### config.mk
export PLATFORM = sky130hd
export DESIGN_NAME = opicorv32_exec_wb_flat
export DESIGN_NICKNAME = d
export VERILOG_FILES = /design/src/rtl/opicorv32_exec_pkg.sv /design/src/rtl/opicorv32_exec_wb_if.sv /design/src/rtl/opicorv32_shift_step.sv /design/src/rtl/opicorv32_exec_wb.sv /design/src/flat_wrapper.sv
export SDC_FILE = /design/constraint.sdc
export NUM_CORES = 1
export LEC_CHECK = 0
export BUFFER_PORTS_ARGS = -buffer_cell sky130_fd_sc_hd__buf_2
export CORE_MARGIN = 4
export CORE_UTILIZATION = 60
export DETAILED_ROUTE_END_ITERATION = 7
export PLACE_DENSITY = 0.88
export SLEW_MARGIN = 20
export SYNTH_ARGS = -nofsm -noshare
export SYNTH_HDL_FRONTEND = slang
export SYNTH_SLANG_ARGS = --single-unit
### constraint.sdc
create_clock -name clock -period 8.27 [get_ports clock]
set_input_delay 2.481 -clock clock [delete_from_list [all_inputs] [get_ports clock]]
set_output_delay 2.481 -clock clock [all_outputs]
set_load 0.02 [all_outputs]
### src/rtl/opicorv32_exec_pkg.sv
`default_nettype none
// ============================================================================
// Module : opicorv32_exec_pkg
// Brief  : Shared types and constants for the execute/writeback sequencer.
// Rev    : 1.0  initial release
// ============================================================================
package opicorv32_exec_pkg;

  localparam int XLEN = 32;

  localparam logic [2:0] OP_ALU    = 3'd0;
  localparam logic [2:0] OP_BRANCH = 3'd1;
  localparam logic [2:0] OP_SLL    = 3'd2;
  localparam logic [2:0] OP_SRL    = 3'd3;
  localparam logic [2:0] OP_SRA    = 3'd4;

  typedef enum logic [1:0] {
    ST_IDLE   = 2'd0,
    ST_SHIFT  = 2'd1,
    ST_BRANCH = 2'd2,
    ST_WB     = 2'd3
  } state_e;

  function automatic logic is_shift(input logic [2:0] kind);
    return (kind == OP_SLL) || (kind == OP_SRL) || (kind == OP_SRA);
  endfunction

endpackage
`default_nettype wire

### src/rtl/opicorv32_exec_wb_if.sv
`default_nettype none
// ============================================================================
// Module : opicorv32_exec_wb_if
// Brief  : Issue, writeback and branch-resolution bundle of the sequencer.
// Rev    : 1.0  initial release
// ============================================================================
interface opicorv32_exec_wb_if;
  import opicorv32_exec_pkg::*;

  logic            start;
  logic [2:0]      op_kind;
  logic [XLEN-1:0] reg_op1;
  logic [XLEN-1:0] reg_op2;
  logic [XLEN-1:0] alu_out;
  logic            alu_out_0;
  logic [XLEN-1:0] pc;
  logic [XLEN-1:0] imm;
  logic [4:0]      rd;
  logic            busy;
  logic            wb_valid;
  logic            wb_ready;
  logic [4:0]      wb_rd;
  logic [XLEN-1:0] wb_data;
  logic            br_valid;
  logic            br_taken;
  logic [XLEN-1:0] br_target;

  modport slave (
    input  start, op_kind, reg_op1, reg_op2, alu_out, alu_out_0, pc, imm, rd,
    input  wb_ready,
    output busy, wb_valid, wb_rd, wb_data, br_valid, br_taken, br_target
  );

  modport master (
    output start, op_kind, reg_op1, reg_op2, alu_out, alu_out_0, pc, imm, rd,
    output wb_ready,
    input  busy, wb_valid, wb_rd, wb_data, br_valid, br_taken, br_target
  );

endinterface
`default_nettype wire

### src/rtl/opicorv32_shift_step.sv
`default_nettype none
// ============================================================================
// Module : opicorv32_shift_step
// Brief  : Combinational shifter by a variable amount (SLL/SRL/SRA).
// Rev    : 1.0  initial release
// ============================================================================
module opicorv32_shift_step
  import opicorv32_exec_pkg::*;
(
  input  logic [XLEN-1:0] value,
  input  logic            left,
  input  logic            arith,
  input  logic [4:0]      amount,
  output logic [XLEN-1:0] shifted
);

  always_comb begin
    shifted = value;
    if (left) begin
      shifted = value << amount;
    end else if (arith) begin
      shifted = $unsigned($signed(value) >>> amount);
    end else begin
      shifted = value >> amount;
    end
  end

endmodule
`default_nettype wire

### src/rtl/opicorv32_exec_wb.sv
`default_nettype none
// ============================================================================
// Module : opicorv32_exec_wb
// Brief  : Execute/writeback sequencer behind opicorv32_alu: shifts, branch
//          resolution and valid/ready register-file writeback.
//          Build option: OPICORV32_TWO_STAGE_SHIFT_EN (4/1-bit shift steps).
// Rev    : 1.0  initial release
// ============================================================================
module opicorv32_exec_wb
  import opicorv32_exec_pkg::*;
(
  input  logic                clock,
  input  logic                reset,
  opicorv32_exec_wb_if.slave  bus
);

`ifdef OPICORV32_TWO_STAGE_SHIFT_EN
  localparam bit MULTI_STEP = 1'b1;
`else
  localparam bit MULTI_STEP = 1'b0;
`endif

  state_e          state_q,  state_d;
  logic [4:0]      rd_q,     rd_d;
  logic [XLEN-1:0] pc_q,     pc_d;
  logic [XLEN-1:0] imm_q,    imm_d;
  logic [XLEN-1:0] result_q, result_d;
  logic            cmp_q,    cmp_d;
  logic [4:0]      cnt_q,    cnt_d;
  logic            shl_q,    shl_d;
  logic            sra_q,    sra_d;

  logic [4:0]      step_amt;
  logic [XLEN-1:0] shifted;
  logic            wb_req;
  logic            unused_op2_hi;

  // Only the low five bits of reg_op2 form the shift amount.
  assign unused_op2_hi = ^bus.reg_op2[XLEN-1:5];

  always_comb begin
    step_amt = cnt_q;
    if (MULTI_STEP) begin
      if (cnt_q >= 5'd4) begin
        step_amt = 5'd4;
      end else if (cnt_q != 5'd0) begin
        step_amt = 5'd1;
      end else begin
        step_amt = 5'd0;
      end
    end
  end

  opicorv32_shift_step u_shift_step (
    .value   (result_q),
    .left    (shl_q),
    .arith   (sra_q),
    .amount  (step_amt),
    .shifted (shifted)
  );

  assign wb_req = (state_q == ST_WB) && (rd_q != 5'd0);

  always_comb begin
    state_d  = state_q;
    rd_d     = rd_q;
    pc_d     = pc_q;
    imm_d    = imm_q;
    result_d = result_q;
    cmp_d    = cmp_q;
    cnt_d    = cnt_q;
    shl_d    = shl_q;
    sra_d    = sra_q;

    unique case (state_q)
      ST_IDLE: begin
        if (bus.start) begin
          rd_d     = bus.rd;
          pc_d     = bus.pc;
          imm_d    = bus.imm;
          cmp_d    = bus.alu_out_0;
          cnt_d    = bus.reg_op2[4:0];
          shl_d    = (bus.op_kind == OP_SLL);
          sra_d    = (bus.op_kind == OP_SRA);
          result_d = is_shift(bus.op_kind) ? bus.reg_op1 : bus.alu_out;
          if (is_shift(bus.op_kind)) begin
            state_d = ST_SHIFT;
          end else if (bus.op_kind == OP_BRANCH) begin
            state_d = ST_BRANCH;
          end else begin
            state_d = ST_WB;
          end
        end
      end
      ST_SHIFT: begin
        if (cnt_q != 5'd0) begin
          result_d = shifted;
          cnt_d    = cnt_q - step_amt;
        end
        // The single-cycle build finishes the whole shift on entry.
        if ((cnt_q == 5'd0) || !MULTI_STEP) begin
          state_d = ST_WB;
        end
      end
      ST_BRANCH: begin
        state_d = ST_IDLE;
      end
      ST_WB: begin
        if ((rd_q == 5'd0) || bus.wb_ready) begin
          state_d = ST_IDLE;
        end
      end
      default: begin
        state_d = ST_IDLE;
      end
    endcase
  end

  always_ff @(posedge clock) begin
    if (reset) begin
      state_q  <= ST_IDLE;
      rd_q     <= 5'd0;
      pc_q     <= '0;
      imm_q    <= '0;
      result_q <= '0;
      cmp_q    <= 1'b0;
      cnt_q    <= 5'd0;
      shl_q    <= 1'b0;
      sra_q    <= 1'b0;
    end else begin
      state_q  <= state_d;
      rd_q     <= rd_d;
      pc_q     <= pc_d;
      imm_q    <= imm_d;
      result_q <= result_d;
      cmp_q    <= cmp_d;
      cnt_q    <= cnt_d;
      shl_q    <= shl_d;
      sra_q    <= sra_d;
    end
  end

  assign bus.busy      = (state_q != ST_IDLE);
  assign bus.wb_valid  = wb_req;
  assign bus.wb_rd     = rd_q;
  assign bus.wb_data   = result_q;
  assign bus.br_valid  = (state_q == ST_BRANCH);
  assign bus.br_taken  = (state_q == ST_BRANCH) && cmp_q;
  assign bus.br_target = pc_q + imm_q;

endmodule
`default_nettype wire

### src/flat_wrapper.sv
// flat-port wrapper written by rule: the top's interface ports become plain ports
module opicorv32_exec_wb_flat import opicorv32_exec_pkg::*;
  (clock, reset, bus_start, bus_op_kind, bus_reg_op1, bus_reg_op2, bus_alu_out, bus_alu_out_0, bus_pc, bus_imm, bus_rd, bus_wb_ready, bus_busy, bus_wb_valid, bus_wb_rd, bus_wb_data, bus_br_valid, bus_br_taken, bus_br_target);
  opicorv32_exec_wb_if bus_i ();
  input  logic clock;
  input  logic reset;
  input wire logic [$bits(bus_i.start)-1:0] bus_start;
  input wire logic [$bits(bus_i.op_kind)-1:0] bus_op_kind;
  input wire logic [$bits(bus_i.reg_op1)-1:0] bus_reg_op1;
  input wire logic [$bits(bus_i.reg_op2)-1:0] bus_reg_op2;
  input wire logic [$bits(bus_i.alu_out)-1:0] bus_alu_out;
  input wire logic [$bits(bus_i.alu_out_0)-1:0] bus_alu_out_0;
  input wire logic [$bits(bus_i.pc)-1:0] bus_pc;
  input wire logic [$bits(bus_i.imm)-1:0] bus_imm;
  input wire logic [$bits(bus_i.rd)-1:0] bus_rd;
  input wire logic [$bits(bus_i.wb_ready)-1:0] bus_wb_ready;
  output wire logic [$bits(bus_i.busy)-1:0] bus_busy;
  output wire logic [$bits(bus_i.wb_valid)-1:0] bus_wb_valid;
  output wire logic [$bits(bus_i.wb_rd)-1:0] bus_wb_rd;
  output wire logic [$bits(bus_i.wb_data)-1:0] bus_wb_data;
  output wire logic [$bits(bus_i.br_valid)-1:0] bus_br_valid;
  output wire logic [$bits(bus_i.br_taken)-1:0] bus_br_taken;
  output wire logic [$bits(bus_i.br_target)-1:0] bus_br_target;
  assign bus_i.start = bus_start;
  assign bus_i.op_kind = bus_op_kind;
  assign bus_i.reg_op1 = bus_reg_op1;
  assign bus_i.reg_op2 = bus_reg_op2;
  assign bus_i.alu_out = bus_alu_out;
  assign bus_i.alu_out_0 = bus_alu_out_0;
  assign bus_i.pc = bus_pc;
  assign bus_i.imm = bus_imm;
  assign bus_i.rd = bus_rd;
  assign bus_i.wb_ready = bus_wb_ready;
  assign bus_busy = bus_i.busy;
  assign bus_wb_valid = bus_i.wb_valid;
  assign bus_wb_rd = bus_i.wb_rd;
  assign bus_wb_data = bus_i.wb_data;
  assign bus_br_valid = bus_i.br_valid;
  assign bus_br_taken = bus_i.br_taken;
  assign bus_br_target = bus_i.br_target;
  opicorv32_exec_wb u_core (.clock(clock), .reset(reset), .bus(bus_i));
endmodule
==> run summary, run 1 <==
STATUS
--------------------------------------------------------------------------------------
Status                                                                    complete, no violations

CLOCK TREE
--------------------------------------------------------------------------------------
Clock latency at the later pin of the worst-skew pair                          0.37 ns
Cts bufs inserted                                                                    9
Maximum level of the CTS H-tree                                                      3
CTS tree                                                                          done
Clock slew at the register clock pins of the worst setup and hold paths        0.09 ns
Post-CTS resize count                                                                0
Clock Path Buffers                                                                   2
CTS Sinks                                                                          111
Root buf cell                                                                clkbuf_16
Hold-fix buffer count after cts                                                      0
Number of setup buffers added after CTS                                              0

FINISH
--------------------------------------------------------------------------------------
Most common cell after layout, fill and taps aside                             nand2_1
Diodes inserted                                                                      0
Share of post-route cells with drive strength above 1                            23.6%
Area growth from synthesis to layout                                             12.1%
Commonest non-fill, non-tap cells in the layout                           221 x nand2_1, 217 x buf_2, 165 x a21oi_1, 109 x nor2_1, 107 x dfxtp_1
Final #Nets                                                                       1660
Number of filler instances in the final layout                                    1401

STA
--------------------------------------------------------------------------------------
Sum of negative setup slack                                                       0 ns
Tcrit/Tclk final                                                                 69.6%
Highest clock frequency the design can meet                                    174 MHz
Setup violation total in the final timing report                                     0
RSZ-0062 raised after global routing                                             false
Post-layout minimum cycle time                                                 5.76 ns
Final-report max-slew violation count                                                0
Slew HR                                                                          33.2%
Final hold violation count                                                           0
Post-Route Skew                                                              0.0100 ns
Transition time of the tightest slew-check pin                                0.999 ns
Min setup slack post-route                                                     2.51 ns

LOGIC SYNTHESIS
--------------------------------------------------------------------------------------
Sequential-to-total area share from yosys stat                                   21.8%
Number of different library cells in the post-synthesis netlist                     76
Top_reg_cell synth                                                             dfxtp_1
Average size of a mapped cell                                               7.65 sq um
Asr flop ratio synth                                                                0%
Post-synth EDFFs                                                                     0
Count of mapped cells out of synthesis                                            1331
Count of yosys warnings during synthesis                                             0
Netlist area before placement                                              10200 sq um
Yosys reg bits                                                                     111
Net Count, Synth                                                                  1536

ROUTE
--------------------------------------------------------------------------------------
Via count of the routed design                                                   11158
Average wire per standard cell                                            21.4 microns
M1 wire length                                                            14500 microns
Vias per Instance                                                                 6.64
Initial DRT Pass Iterations                                                          5
Routed wire length on met2                                                15700 microns
Iteration-0 DRC Markers                                                           1778
Met3 routed WL                                                            4840 microns
Routed wire length                                                        36000 microns
Drt drc                                                                              0
Post-detailed-route count of antenna-violating nets                                  0
Uppermost layer routed                                                            met5

DIE
--------------------------------------------------------------------------------------
Horizontal die dimension                                                   138 microns
Number of top-level pins                                                           246
Site row count                                                                      47
Starting utilization of the core area                                            61.4%
Die Height                                                                 138 microns
Std-Cell Core Area                                                         16600 sq um
Total Die Area                                                             19100 sq um

GLOBAL ROUTE
--------------------------------------------------------------------------------------
Vias in the first global route                                                   10021
Pin count of the biggest net entering global routing                                79
Number of antenna violations at the first check in global routing                    1
First-pass GRT wire length                                                56000 microns
Global route overflow                                                                0
All-layer global routing usage                                                   35.9%

SETUP PATH
--------------------------------------------------------------------------------------
Crit Path Max Fanout                                                                11
Critical path startpoint category                                             register
Data arrival time of the critical path                                         3.28 ns
Kind of critical path                                                       reg -> out
WP data required                                                               5.79 ns
Endpoint kind of the worst setup timing path                               output port

PLACED DESIGN
--------------------------------------------------------------------------------------
Half-perimeter wire length of the detailed placement result               26400 microns
Pre-CTS worst setup slack                                                      2.97 ns
Buffers added on ports                                                             218
Placer congestion estimate                                                        1.01

POWER
--------------------------------------------------------------------------------------
PD cells                                                                   184 nW/um^2
IR drop worst, VDD                                                              125 uV
Leakage power figure                                                           4.92 nW

JOB
--------------------------------------------------------------------------------------
Number of max-capacitance violations reported                                        0

HOLD PATH
--------------------------------------------------------------------------------------
Hold WC Path Type                                                           reg -> reg

[metal layers]
| metal | global-route usage [%] | vias up |
|---|---|---|
| li1 | - | 5112 |
| met1 | 51.7 | 5150 |
| met2 | 53.5 | 798 |
| met3 | 9.84 | 96 |
| met4 | 8.79 | 2 |
| met5 | 0 | - |
[where the power goes]
part	switching (mW)	internal [mW]	total [mW]
logic	0.575	0.352	0.927
clock network	0.249	0.219	0.468
registers	0.111	0.590	0.701
[registers in the layout, indices dropped and copies added (netlist names)]
name and flops:
u_core.bus.wb_data 32, u_core.bus.wb_rd 5, u_core.cmp_q 1, u_core.cnt_q 5, u_core.imm_q 32, u_core.pc_q 32, u_core.shl_q 1, u_core.sra_q 1
u_core.state_q 2
[cells in the mapped netlist, types with 5 or more instances]
master / count / share of area [%]
buf_2: 26 / 1.3
buf_4: 6 / 0.44
o31ai_1: 5 / 0.37
and3_1: 8 / 0.49
mux2_2: 42 / 4.6
nor2b_1: 8 / 0.49
xor2_1: 11 / 0.95
nor3_1: 20 / 0.98
buf_6: 6 / 0.66
a21oi_1: 165 / 8.1
inv_1: 19 / 0.70
nand4_1: 8 / 0.49
mux4_2: 33 / 7.3
a211oi_1: 27 / 2.0
or3_1: 6 / 0.37
o221ai_1: 12 / 1.0
xnor2_1: 16 / 1.4
ha_1: 31 / 3.8
a311oi_1: 11 / 0.95
o21ai_0: 69 / 3.4
o21a_1: 6 / 0.44
o21bai_1: 6 / 0.44
mux2i_1: 92 / 9.0
buf_1: 7 / 0.26
o22ai_1: 6 / 0.37
nand2b_1: 14 / 0.86
clkbuf_1: 70 / 2.6
nand3_1: 17 / 0.84
a31oi_1: 13 / 0.80
a21o_1: 21 / 1.5
a221oi_1: 13 / 1.1
nand2_1: 222 / 8.2
and2_1: 10 / 0.61
nor2_1: 109 / 4.0
dfxtp_1: 111 / 22
o211ai_1: 17 / 1.3
[worst paths after layout]
| kind | cells after the start | slack (ns) | from | end |
|---|---|---|---|---|
| setup / recovery | 9 | 2.51 | u_core.imm_q[18] | bus_br_target[25] |
| hold / removal | 2 | 0.46 | u_core.pc_q[19] | u_core.pc_q[19] |
| setup reg to reg | 8 | 4.43 | u_core.cnt_q[1] | u_core.bus.wb_data[20] |
| hold reg to reg | 2 | 0.46 | u_core.pc_q[19] | u_core.pc_q[19] |
[per-stage QoR]
step / cell area, sq um / hold slack (ns) / cells / power (mW) / util [%]
final: 11400 / 0.463 / 1680 / 2.10 / 68.8
after global routing: 11400 / 0.483 / 1680 / 2.19 / 68.8
after CTS: 11400 / 0.466 / 1680 / 2.06 / 68.8
after detailed placement: 11100 / 0.452 / 1664 / 1.60 / 67.0
after global placement: 11100 / 0.441 / 1664 / 1.59 / 67.0
after floorplan: 10200 / 0.432 / 1331 / 1.31 / -
[cells by family after synthesis]
logic type,Yosys count,synth area share (%)
XOR/XNOR,27,2.32
AND/OR/NAND/NOR,444,18.9
buffers and inverters,139,6.41
AO/OA/AOI/OAI,409,25.2
multiplexers,169,21.3
flip-flops,111,21.8
adder cells (fa/ha/maj),32,4.01
[layout make-up]
| type | count | area [sq um] | share of cell area [%] |
|---|---|---|---|
| well taps | 220 | 275 | 2.41 |
| inverters | 20 | 75.1 | 0.658 |
| clock buffers | 9 | 225 | 1.97 |
| flip-flops and latches | 111 | 2230 | 19.5 |
| multi-input cells | 1081 | 7320 | 64.2 |
| clock inverters | 7 | 81.3 | 0.713 |
| repair buffers | 232 | 1200 | 10.5 |
[critical path, stage by stage (launching register included)]
cell and delay, ns:
dfxtp_1 0.33, ha_1 0.42, and3_1 0.23, and4_1 0.26, a21bo_2 0.22, a221oi_1 0.47
o211ai_2 0.30, a31oi_1 0.29, xnor2_1 0.18, buf_2 0.21
(Power assumes the default switching activity.)
==> inputs of run 2 (changes only) <==
ABC_AREA = 1   (was not set)
CORE_UTILIZATION = 55   (was 60)
PLACE_DENSITY = 0.82   (was 0.88)
clock period = 6 ns   (was 8.27 ns; I/O delays follow)
==> run 2 against run 1 <==
Via count up 16%. Clock-buffer cell count unchanged. Synthesized cell count up 29%. Sequential cell count unchanged. Global-route usage up 1.8 points. Design area down 1.9%. Worst hold slack better by 0.029 ns. Die area up 6.2%. Critical path type unchanged. Critical endpoint is now bus_br_target[26].
==> run summary, run 2 <==
STATUS
--------------------------------------------------------------------------------------
Status                                                                    complete, no violations   unchanged

FINISH
--------------------------------------------------------------------------------------
Final #Nets                                                                       2060   was 1660
Utilization after layout                                                         63.8%   was 68.8%
Number of filler instances in the final layout                                    1731   was 1401
Commonest non-fill, non-tap cells in the layout                           421 x nand2_1, 296 x nand3_1, 249 x nor2_1, 218 x buf_2, 178 x o21ai_0   was 221 x nand2_1, 217 x buf_2, 165 x a21oi_1, 109 x nor2_1, 107 x dfxtp_1
Share of post-route cells with drive strength above 1                            15.6%   was 23.6%
Diodes inserted                                                                      0   unchanged
Most common cell after layout, fill and taps aside                             nand2_1   unchanged
Number of cells in the finished layout apart from fillers                         2085   was 1680
Area growth from synthesis to layout                                             12.5%   was 12.1%

GLOBAL ROUTE
--------------------------------------------------------------------------------------
Vias in the first global route                                                   11317   was 10021
Global route overflow                                                                0   unchanged
First-pass GRT wire length                                                60600 microns   was 56000 microns
Number of antenna violations at the first check in global routing                    0   was 1
All-layer global routing usage                                                   37.7%   was 35.9%
Pin count of the biggest net entering global routing                                75   was 79

ROUTE
--------------------------------------------------------------------------------------
Average wire per standard cell                                            19.2 microns   was 21.4 microns
Routed wire length                                                        40100 microns   was 36000 microns
Vias per Instance                                                                 6.18   was 6.64
Initial DRT Pass Iterations                                                          6   was 5
Via count of the routed design                                                   12894   was 11158
Post-detailed-route count of antenna-violating nets                                  0   unchanged
Iteration-0 DRC Markers                                                           1961   was 1778
Drt drc                                                                              0   unchanged

CLOCK TREE
--------------------------------------------------------------------------------------
Clock latency at the later pin of the worst-skew pair                          0.38 ns   was 0.37 ns
Cts bufs inserted                                                                    9   unchanged
Maximum level of the CTS H-tree                                                      3   unchanged
Root buf cell                                                                clkbuf_16   unchanged
CTS Sinks                                                                          111   unchanged
Clock slew at the register clock pins of the worst setup and hold paths        0.10 ns   was 0.09 ns
CTS tree                                                                          done   unchanged
Post-CTS resize count                                                                0   unchanged
Hold-fix buffer count after cts                                                      0   unchanged
Number of setup buffers added after CTS                                              0   unchanged
Clock Path Buffers                                                                   2   unchanged

STA
--------------------------------------------------------------------------------------
Sum of negative setup slack                                                       0 ns   unchanged
Post-Route Skew                                                              0.0183 ns   was 0.0100 ns
Post-layout minimum cycle time                                                 4.53 ns
Transition time of the tightest slew-check pin                                 1.10 ns   was 0.999 ns
Final hold violation count                                                           0   unchanged
Slew HR                                                                          26.7%   was 33.2%
Final-report max-slew violation count                                                0   unchanged
Highest clock frequency the design can meet                                    221 MHz
RSZ-0062 raised after global routing                                             false   unchanged
Setup violation total in the final timing report                                     0   unchanged
Tcrit/Tclk final                                                                 75.4%

DIE
--------------------------------------------------------------------------------------
Horizontal die dimension                                                   142 microns   was 138 microns
Std-Cell Core Area                                                         17500 sq um   was 16600 sq um
Number of top-level pins                                                           246   unchanged
Site row count                                                                      48   was 47
Total Die Area                                                             20300 sq um   was 19100 sq um
Die Height                                                                 142 microns   was 138 microns
Starting utilization of the core area                                            56.7%   was 61.4%

SETUP PATH
--------------------------------------------------------------------------------------
Kind of critical path                                                       reg -> out   unchanged
Endpoint kind of the worst setup timing path                               output port   unchanged
Critical path startpoint category                                             register   unchanged
WP data required                                                               4.20 ns   was 5.79 ns
Crit Path Max Fanout                                                                 4   was 11
Data arrival time of the critical path                                         2.73 ns   was 3.28 ns

JOB
--------------------------------------------------------------------------------------
Number of max-capacitance violations reported                                        0   unchanged

LOGIC SYNTHESIS
--------------------------------------------------------------------------------------
Main combinational cell family by area after synthesis                    simple AND/OR/NAND/NOR gates   was compound AO/OA/AOI/OAI gates
Top-area cell type share of the netlist area                                     22.3%   was 21.8%
Number of different library cells in the post-synthesis netlist                     44   was 76
Average size of a mapped cell                                               5.81 sq um   was 7.65 sq um
Post-Synth Simple-Gate Area                                                      44.1%   was 18.9%
Count of yosys warnings during synthesis                                             0   unchanged
Largest area contributor in the synthesized netlist                            dfxtp_1   unchanged
Commonest cells in the synthesized netlist                                422 x nand2_1, 296 x nand3_1, 250 x nor2_1   was 222 x nand2_1, 165 x a21oi_1, 111 x dfxtp_1
Asr flop ratio synth                                                                0%   unchanged
Yosys reg bits                                                                     111   unchanged
Fraction of synthesized area in multiplexers                                        0%   was 21.3%
Area share of fa/ha/maj cells after synthesis                                    4.10%   was 4.01%
Leading cell types by total area after synthesis                          dfxtp_1 22%, nand2_1 16%, nand3_1 15%   was dfxtp_1 22%, mux2i_1 9.0%, nand2_1 8.2%
Top_reg_cell synth                                                             dfxtp_1   unchanged
Post-synth EDFFs                                                                     0   unchanged
Sequential-to-total area share from yosys stat                                   22.3%   was 21.8%
Most frequent cell after synthesis                                             nand2_1   unchanged
Synth Area in Compound Gates                                                     18.6%   was 25.2%
Net Count, Synth                                                                  1917   was 1536
Netlist area before placement                                               9940 sq um   was 10200 sq um
Xor/xnor share of the synthesized area                                           2.03%   was 2.32%
Count of mapped cells out of synthesis                                            1712   was 1331

PLACED DESIGN
--------------------------------------------------------------------------------------
Placed cell count                                                                 2069   was 1664
Placer congestion estimate                                                        1.01   about the same
Buffers added on ports                                                             218   unchanged
Half-perimeter wire length of the detailed placement result               30700 microns   was 26400 microns

POWER
--------------------------------------------------------------------------------------
PD cells                                                                   291 nW/um^2   was 184 nW/um^2
IR drop worst, VDD                                                              213 uV   was 125 uV
Leakage power figure                                                           5.61 nW   was 4.92 nW

HOLD PATH
--------------------------------------------------------------------------------------
Hold WC Path Type                                                           reg -> reg   unchanged

==> run 2: changes by cell type in the layout (fill, tap and decap cells not counted), sizes merged, moves of 44 or more <==
cell   delta
mux2i    -92
a21oi    -75
inv      +65
nor2    +146
nand3   +283
nand2   +204
mux2     -44
o21ai   +121
==> run 2: kinds of logic (layout without fill, tap and decap cells) <==
logic type / after synthesis / count (layout)
AND/OR/NAND/NOR: 1024 / 1024
AO/OA/AOI/OAI: 338 / 338
buffers and inverters: 184 / 332
flip-flops: 111 / 111
adder cells (fa/ha/maj): 32 / 32
XOR/XNOR: 23 / 23
==> run 2: worst paths after layout <==
kind | slack (ns) | start | cells past startpoint | to
min | 0.49 | u_core.pc_q[21] | 2 | u_core.pc_q[21]
min reg2reg | 0.49 | u_core.pc_q[21] | 2 | u_core.pc_q[21]
max reg2reg | 2.90 | u_core.cnt_q[2] | 11 | u_core.bus.wb_data[23]
max | 1.47 | u_core.imm_q[0] | 11 | bus_br_target[26]
==> run 2: final cells by class <==
class / count / area, sq um / area share, %
multi-input combinational: 1417 / 6850 / 61.2
sequential: 111 / 2220 / 19.9
timing repair buffer: 230 / 1180 / 10.6
inverter: 86 / 332 / 2.96
tap: 225 / 282 / 2.52
clock buffer: 9 / 225 / 2.01
clock inverter: 7 / 98.8 / 0.883
==> run 2: stage by stage <==
stage	hold WS [ns]	worst slack, ns	instance area [sq um]	power (mW)
floorplan	0.447	2.24	9940	2.05
global placement	0.467	1.95	10900	2.53
detailed placement	0.477	1.94	10900	2.55
CTS	0.496	1.52	11200	3.20
global route	0.514	1.37	11200	3.43
finish	0.492	1.47	11200	3.26
==> run 2: worst max-delay path, stage by stage, from the launching register on <==
cell	delay (ns)
dfxtp_1	0.35
ha_1	0.19
inv_1	0.06
fa_1	0.42
o21ai_2	0.38
a21boi_2	0.17
o21bai_1	0.30
nand3_1	0.14
nand3_1	0.09
nand2_1	0.05
nand2_1	0.05
buf_2	0.16
==> run 2: per-layer routing <==
metal | vias up | wire [microns] | global-route usage [%] | part of all wire [%]
li1 | 6048 | - | - | -
met1 | 5811 | 16400 | 53.7 | 41
met2 | 934 | 16600 | 55.5 | 42
met3 | 101 | 6130 | 11.5 | 15
met4 | 0 | 953 | 9.55 | 2.4
met5 | - | 0 | 0 | 0
==> run 2: report_power, final <==
part	leakage, nW	internal, mW	switching [mW]
Sequential	0.919	0.842	0.122
Combinational	4.54	0.494	1.14
Clock	0.155	0.308	0.348
Total	5.61	1.64	1.61
==> inputs of run 3 (changes only) <==
CORE_UTILIZATION = 50   (was 55)
PLACE_DENSITY = 0.79   (was 0.82)
clock period = 3.89 ns   (was 6 ns; I/O delays follow)
==> run 3 against run 2 <==
Register-to-register slack lost 1.7 ns. Largest cell class unchanged. Critical endpoint is now bus_br_target[24]. Sequential share of layout area shrank 0.22 points. Die area rose by 9.4%. Worst hold slack gained 0.0038 ns. Core utilization fell by 5.9 points. Clock skew fell by 0.0018 ns.
==> run summary, run 3 (synthesized netlist as in run 2, its figures left out) <==
SETUP PATH
--------------------------------------------------------------------------------------
R2R Path End                                                              u_core.bus.wb_data[11]   was u_core.bus.wb_data[23]
Endpoint kind of the worst setup timing path                               output port   unchanged
Crit Path Max Fanout                                                                 4   unchanged
Reg2reg start                                                             u_core.cnt_q[1]   was u_core.cnt_q[2]
Worst setup endpoint                                                      bus_br_target[24]   was bus_br_target[26]
Critical path startpoint                                                  u_core.imm_q[0]   unchanged
Kind of critical path                                                       reg -> out   unchanged
Data arrival time of the critical path                                         2.65 ns   was 2.73 ns
Critical path startpoint category                                             register   unchanged
WP data required                                                               2.72 ns   was 4.20 ns
R2R depth                                                                            8   was 11
Register-to-register path setup slack                                          1.21 ns   was 2.90 ns

STA
--------------------------------------------------------------------------------------
Transition time of the tightest slew-check pin                                 1.11 ns   was 1.10 ns
Highest clock frequency the design can meet                                    262 MHz
RSZ-0062 raised after global routing                                             false   unchanged
Slew HR                                                                          26.0%   was 26.7%
Post-Route Skew                                                              0.0165 ns   was 0.0183 ns
Sum of negative setup slack                                                       0 ns   unchanged
Setup violation total in the final timing report                                     0   unchanged
Post-layout minimum cycle time                                                 3.81 ns
Final hold violation count                                                           0   unchanged
Tcrit/Tclk final                                                                 98.0%
Final-report max-slew violation count                                                0   unchanged

GLOBAL ROUTE
--------------------------------------------------------------------------------------
Pin count of the biggest net entering global routing                                83   was 75
Number of antenna violations at the first check in global routing                    4   was 0
All-layer global routing usage                                                   37.1%   was 37.7%
Global route overflow                                                                0   unchanged
Vias in the first global route                                                   11377   was 11317
First-pass GRT wire length                                                64100 microns   was 60600 microns

DIE
--------------------------------------------------------------------------------------
Total Die Area                                                             22200 sq um   was 20300 sq um
Std-Cell Core Area                                                         19500 sq um   was 17500 sq um
Die Height                                                                 149 microns   was 142 microns
Starting utilization of the core area                                            50.9%   was 56.7%
Site row count                                                                      51   was 48
Number of top-level pins                                                           246   unchanged
Horizontal die dimension                                                   149 microns   was 142 microns

POWER
--------------------------------------------------------------------------------------
PD cells                                                                   442 nW/um^2   was 291 nW/um^2
IR drop worst, VDD                                                              248 uV   was 213 uV
Leakage power figure                                                           5.65 nW   was 5.61 nW

ROUTE
--------------------------------------------------------------------------------------
Post-detailed-route count of antenna-violating nets                                  0   unchanged
Iteration-0 DRC Markers                                                           1476   was 1961
Routed wire length                                                        42800 microns   was 40100 microns
Vias per Instance                                                                 5.94   was 6.18
Drt drc                                                                              0   unchanged
Average wire per standard cell                                            20.0 microns   was 19.2 microns
Initial DRT Pass Iterations                                                          6   unchanged
Via count of the routed design                                                   12697   was 12894

CLOCK TREE
--------------------------------------------------------------------------------------
Root buf cell                                                                clkbuf_16   unchanged
CTS Sinks                                                                          111   unchanged
Hold-fix buffer count after cts                                                      0   unchanged
Maximum level of the CTS H-tree                                                      3   unchanged
Clock slew at the register clock pins of the worst setup and hold paths        0.08 ns   was 0.10 ns
Number of setup buffers added after CTS                                              0   unchanged
Post-CTS resize count                                                                0   unchanged
Clock latency at the later pin of the worst-skew pair                          0.37 ns   was 0.38 ns
CTS tree                                                                          done   unchanged
Cts bufs inserted                                                                    9   unchanged
Clock Path Buffers                                                                   2   unchanged

FINISH
--------------------------------------------------------------------------------------
Share of post-route cells with drive strength above 1                            16.1%   was 15.6%
Final cell area excluding filler cells                                     11300 sq um   was 11200 sq um
Area growth from synthesis to layout                                             13.8%   was 12.5%
Final #Nets                                                                       2069   was 2060
Commonest non-fill, non-tap cells in the layout                           421 x nand2_1, 296 x nand3_1, 250 x nor2_1, 218 x buf_2, 178 x o21ai_0   was 421 x nand2_1, 296 x nand3_1, 249 x nor2_1, 218 x buf_2, 178 x o21ai_0
Most common cell after layout, fill and taps aside                             nand2_1   unchanged

PLACED DESIGN
--------------------------------------------------------------------------------------
Buffers added on ports                                                             218   unchanged
Placer congestion estimate                                                        1.02   was 1.01
Half-perimeter wire length of the detailed placement result               33400 microns   was 30700 microns
Instance area after placement                                              11000 sq um   was 10900 sq um

JOB
--------------------------------------------------------------------------------------
Number of max-capacitance violations reported                                        0   unchanged

HOLD PATH
--------------------------------------------------------------------------------------
Hold WC Path Type                                                           reg -> reg   unchanged

STATUS
--------------------------------------------------------------------------------------
Status                                                                    complete, no violations   unchanged

[run 3: changes by cell type in the layout (fill, tap and decap cells not counted), sizes merged]
cell,change
clkinvlp,+1
clkbuf,+2
buf,+9
diode,+4
inv,-3
[run 3: cell type report]
cell class / instances / area, sq um
Fill cell: 2067 / 8210
Multi-Input combinational cell: 1417 / 6860
Sequential cell: 111 / 2220
Timing Repair Buffer: 239 / 1260
Inverter: 86 / 332
Tap cell: 265 / 332
Clock buffer: 11 / 253
Clock inverter: 5 / 41.3
Antenna cell: 4 / 10.0
[run 3: power breakdown]
part           leakage, nW  internal [mW]  switching [mW]
Combinational         4.59          0.776            1.76
Sequential           0.919           1.30           0.183
Clock                0.144          0.479           0.508
[run 3: worst min path at each step]
stage	to	cells past startpoint	start
floorplan	u_core.cmp_q	2	u_core.cmp_q
global placement	u_core.pc_q[19]	2	u_core.pc_q[19]
detailed placement	u_core.pc_q[20]	2	u_core.pc_q[20]
CTS	u_core.pc_q[20]	2	u_core.pc_q[20]
global route	u_core.pc_q[5]	2	u_core.pc_q[5]
finish	u_core.pc_q[30]	2	u_core.pc_q[30]
[run 3: per-stage QoR]
step                      total power, mW  setup slack (ns)  std cells  utilization [%]  hold slack [ns]
after floorplan                      3.16             0.763       1712                -            0.447
after global placement               3.95             0.480       2118             56.3            0.469
after detailed placement             3.97             0.468       2118             56.3            0.479
after CTS                            4.94            0.0735       2134             57.8            0.495
after global routing                 5.29           0.00416       2137             57.9            0.510
final                                5.01            0.0765       2138             57.9            0.496
[run 3: routing by layer]
metal / part of all wire [%] / global-route usage [%]
met1: 41 / 48.1
met2: 46 / 60.2
met3: 8.6 / 6.20
met4: 4.7 / 17.2
met5: 0 / 0
[run 3: critical path: stages, from the launching register on]
cell and delay [ns]:
dfxtp_1 0.35, ha_1 0.17, inv_1 0.05, fa_1 0.42
o21ai_2 0.31, a21boi_2 0.17, o21ai_1 0.30, nand3_1 0.15
nand3_1 0.10, nand2_1 0.05, nand2_1 0.05, buf_2 0.16
